===== src/rtl/uart_tx.sv =====
// UART transmitter: serializes a parallel word as start, LSB-first data,
// optional parity and stop bits, one bit per clk cycle.
module uart_tx #(
  parameter int DATA_WIDTH = 8
) (
  input  logic                  clk,
  input  logic                  rst,
  input  logic [DATA_WIDTH-1:0] P_DATA,
  input  logic                  Data_Valid,
  input  logic                  PAR_EN,
  input  logic                  PAR_TYP,
  output logic                  TX_OUT,
  output logic                  Busy
);

  localparam int CNT_W = $clog2(DATA_WIDTH);

  typedef enum logic [2:0] {
    S_IDLE   = 3'd0,
    S_START  = 3'd1,
    S_DATA   = 3'd2,
    S_PARITY = 3'd3,
    S_STOP   = 3'd4
  } state_t;

  state_t                r_state;
  logic [DATA_WIDTH-1:0] r_data;
  logic [CNT_W-1:0]      r_cnt;
  logic                  r_par;
  logic                  r_par_en;

  logic [CNT_W-1:0]      w_next_cnt;
  logic                  w_last_bit;

  assign w_next_cnt = r_cnt + 1'b1;
  assign w_last_bit = (r_cnt == CNT_W'(DATA_WIDTH - 1));

  // Outputs are loaded with the value for the state being entered, so the
  // line changes on the same edge as the state and never glitches.
  // NOTE: all state here uses non-blocking assignments so every register
  // samples pre-edge values regardless of statement order.
  always_ff @(posedge clk) begin
    if (rst) begin
      r_state  <= S_IDLE;
      r_data   <= '0;
      r_cnt    <= '0;
      r_par    <= 1'b0;
      r_par_en <= 1'b0;
      TX_OUT   <= 1'b1;
      Busy     <= 1'b0;
    end else begin
      case (r_state)
        S_IDLE: begin
          TX_OUT <= 1'b1;
          Busy   <= 1'b0;
          if (Data_Valid) begin
            r_data   <= P_DATA;
            r_par_en <= PAR_EN;
            r_par    <= PAR_TYP ? ~^P_DATA : ^P_DATA;
            r_state  <= S_START;
            TX_OUT   <= 1'b0;
            Busy     <= 1'b1;
          end
        end
        S_START: begin
          r_cnt   <= '0;
          r_state <= S_DATA;
          TX_OUT  <= r_data[0];
        end
        S_DATA: begin
          // r_cnt tracks the data bit currently on the line
          if (w_last_bit) begin
            if (r_par_en) begin
              r_state <= S_PARITY;
              TX_OUT  <= r_par;
            end else begin
              r_state <= S_STOP;
              TX_OUT  <= 1'b1;
            end
          end else begin
            r_cnt  <= w_next_cnt;
            TX_OUT <= r_data[w_next_cnt];
          end
        end
        S_PARITY: begin
          r_state <= S_STOP;
          TX_OUT  <= 1'b1;
        end
        S_STOP: begin
          r_state <= S_IDLE;
          TX_OUT  <= 1'b1;
          Busy    <= 1'b0;
        end
        default: begin
          r_state <= S_IDLE;
          TX_OUT  <= 1'b1;
          Busy    <= 1'b0;
        end
      endcase
    end
  end

endmodule

===== config.mk =====
export PLATFORM = sky130hd
export DESIGN_NAME = uart_tx
export DESIGN_NICKNAME = d
export VERILOG_FILES = /design/src/rtl/uart_tx.sv
export SDC_FILE = /design/constraint.sdc
export NUM_CORES = 1
export LEC_CHECK = 0
export ABC_AREA = 1
export BUFFER_PORTS_ARGS = -buffer_cell sky130_fd_sc_hd__buf_2
export CORE_ASPECT_RATIO = 0.75
export CORE_UTILIZATION = 52
export CTS_CLUSTER_SIZE = 14
export DETAILED_ROUTE_END_ITERATION = 10
export PLACE_DENSITY = 0.74
export SYNTH_ARGS = -nofsm -noshare
export SYNTH_HDL_FRONTEND = slang
export SYNTH_SLANG_ARGS = --single-unit

===== constraint.sdc =====
create_clock -name clk -period 1.7 [get_ports clk]
set_input_delay 0.17 -clock clk [delete_from_list [all_inputs] [get_ports clk]]
set_output_delay 0.17 -clock clk [all_outputs]
set_load 0.02 [all_outputs]

==> metrics.yaml <==
cts:
  cts_resized: 0
  cts_setup_buffers: 0
  worstSkewPairLatency_ps: 300
  clk_pin_slew_ps: 100
  cts_tree: "built"
  cts.sinks: 18
  cts_htree_levels: 1
  cts-root-buf: "clkbuf_4"
  cts_buffers: 3
  holdBufCountCts: 0
  clockBufferDepth: 2
detailed_routing:
  dr.max_layer_used: "met4"
  routed_via_density: 4.907
  drt_iter0_drc: 15
  drt-wirelength-per-cell_um: 10.18
  first_pass_iters: 4
  route.met2.wl_um: 774
  ant_nets: 0
  wirelength_um: 1852
  wl_met3_um: 79
  drc: 0
  wl_met1_um: 979
  vias: 893
worst_setup_path:
  r2r_slack_ps: 280
  crit_type: "reg -> reg"
  cp-start-kind: "register"
  worstPathMaxFanout: 9
  crit_path_end_kind: "register"
  cp.arrival_ps: 1650
  cp.required_ps: 1930
sta:
  finalSetupViolCount: 0
  finalCritPeriodShare: 0.8355
  tightestPinTransition_ps: 281.3
  max_freq_ghz: 0.7041
  hold_viol: 0
  fin_skew_ps: 4.032
  fin_crit_ps: 1420
  whs_ps: 115.8
  slew_headroom: 0.8123
  final_max_slew_viol_count: 0
  grt_setup_unrepaired: "no"
  tns_ps: 0
outcome:
  status: "completed"
yosys:
  synth.area.top_cells: "dfxtp_1, nand2_1, inv_1, a21oi_1, o21ai_0"
  synth_commonest_cells: "nand2_1, inv_1, dfxtp_1"
  async_flop_share: 0
  synth.most_common_cell: "nand2_1"
  ys_types: 24
  yosysWarningCount: 0
  synth.avg_cell_area_um2: 6.664
  syn_inst: 144
  synth-main-ff-cell: "dfxtp_1"
  synth_top_area_cell: "dfxtp_1"
  synth_area_um2: 959.7
  synth_top_area_share: 0.3755
  ys_seq_elements: 18
  syn-num-nets: 159
  ys_seq_area_frac: 0.3755
  synth-edff-count: 0
run:
  cap_violations: 0
final_layout:
  num-nets-final: 176
  layout-drive-gt1-share: 0.1688
  fin_area_um2: 1079
  antennaDiodeCount: 0
  post-route-util: 0.6197
  area_growth_pct: 12.39
global_route:
  grt_usage: 0.2260
  grt_pass1_vias: 813
  grt_max_degree: 12
  grt_antenna_before_repair: 0
  grt.overflow.total: 0
  grt_first_pass_wirelength_um: 3187
floorplan:
  fp.dieArea_um2: 2023
  coreArea_um2: 1740
  initial_utilization: 0.5514
  rows: 13
  die_x_um: 51.61
  fp.dieH_um: 39.21
  num_io_pins: 15
pwr:
  peakVddDrop_uv: 800.5
  power_density_nw_per_um2: 1416
  p_leak_nw: 0.5345
placement:
  port_buffers: 14
  hpwl_um: 1422
  gp_congestion: 0.8176
  placedInstanceArea_um2: 1042
hold_path:
  hp-class: "in -> reg"
[worst max-delay path: stages (launching register included)]
cell     delay, ps
dfxtp_1        480
ha_1           200
ha_1           130
inv_1           60
nand2_2         70
nand2_1        110
inv_1          110
nand2_1         50
a21oi_1        150
[power by group]
part	switching (mW)	internal [mW]	leakage [nW]
clock	0.133	0.131	0.0210
combinational	0.400	0.217	0.365
sequential	0.0969	0.550	0.148
[state kept, by name, summed over array words and instances, names as in the netlist]
signal    count
r_data        8
r_state       3
r_par_en      1
r_cnt         3
r_par         1
TX_OUT        1
Busy          1
[cell type report]
type | count | area, µm²
clock buffer | 4 | 36.28
fill | 160 | 661.9
inverter | 22 | 82.58
multi-input combinational | 101 | 494.2
sequential | 18 | 360.3
tap | 22 | 27.53
timing repair buffer | 15 | 77.57
[placed cells by master, fill, tap and decap left out]
master / instances
ha_1: 2
nand2_1: 38
inv_1: 21
o21ai_2: 1
xor2_1: 1
inv_2: 1
dfxtp_1: 18
nor4_1: 1
o21ai_0: 13
nand2_2: 2
nor3_1: 2
nand3_1: 7
nor2_2: 1
nor2_1: 11
a21oi_1: 14
buf_4: 1
o211ai_1: 1
buf_2: 14
nor2_4: 2
a31oi_1: 1
nand3b_1: 1
clkbuf_4: 3
a21oi_2: 1
o21ai_1: 2
clkbuf_8: 1
[path summary, 6_finish.rpt]
check,start,endpoint,cells after the start
max,r_cnt[0]$_SDFFE_PP0P_,r_cnt[0]$_SDFFE_PP0P_,8
min,P_DATA[7],r_data[7]$_SDFFE_PP0P_,3
max reg2reg,r_cnt[0]$_SDFFE_PP0P_,r_cnt[0]$_SDFFE_PP0P_,8
min reg2reg,Busy$_SDFFE_PP0N_,Busy$_SDFFE_PP0N_,2
[per-stage QoR]
stage / cells / setup WS, ps / power (mW)
after global placement: 178 / 350.8 / 1.246
after detailed placement: 178 / 308.9 / 1.268
after floorplan: 144 / 432.1 / 1.126
final: 182 / 279.7 / 1.527
after global routing: 182 / 111.0 / 1.656
after CTS: 182 / 280.9 / 1.534
[kinds of logic (layout without fill, tap and decap cells)]
family | count (synthesis) | after routing | synth area share
compound gates | 33 | 33 | 0.1838
fa+ha+maj | 2 | 2 | 0.02607
buf+inv | 25 | 41 | 0.1095
simple gates | 65 | 65 | 0.2960
xor+xnor | 1 | 1 | 0.009128
flops | 18 | 18 | 0.3755
[metal layers]
layer / global-route usage / vias to the layer above
met3: 0.07059 / 4
li1: - / 493
met1: 0.2693 / 378
met5: 0 / -
met2: 0.3864 / 18
met4: 0.08108 / 0
(Power assumes the default switching activity.)
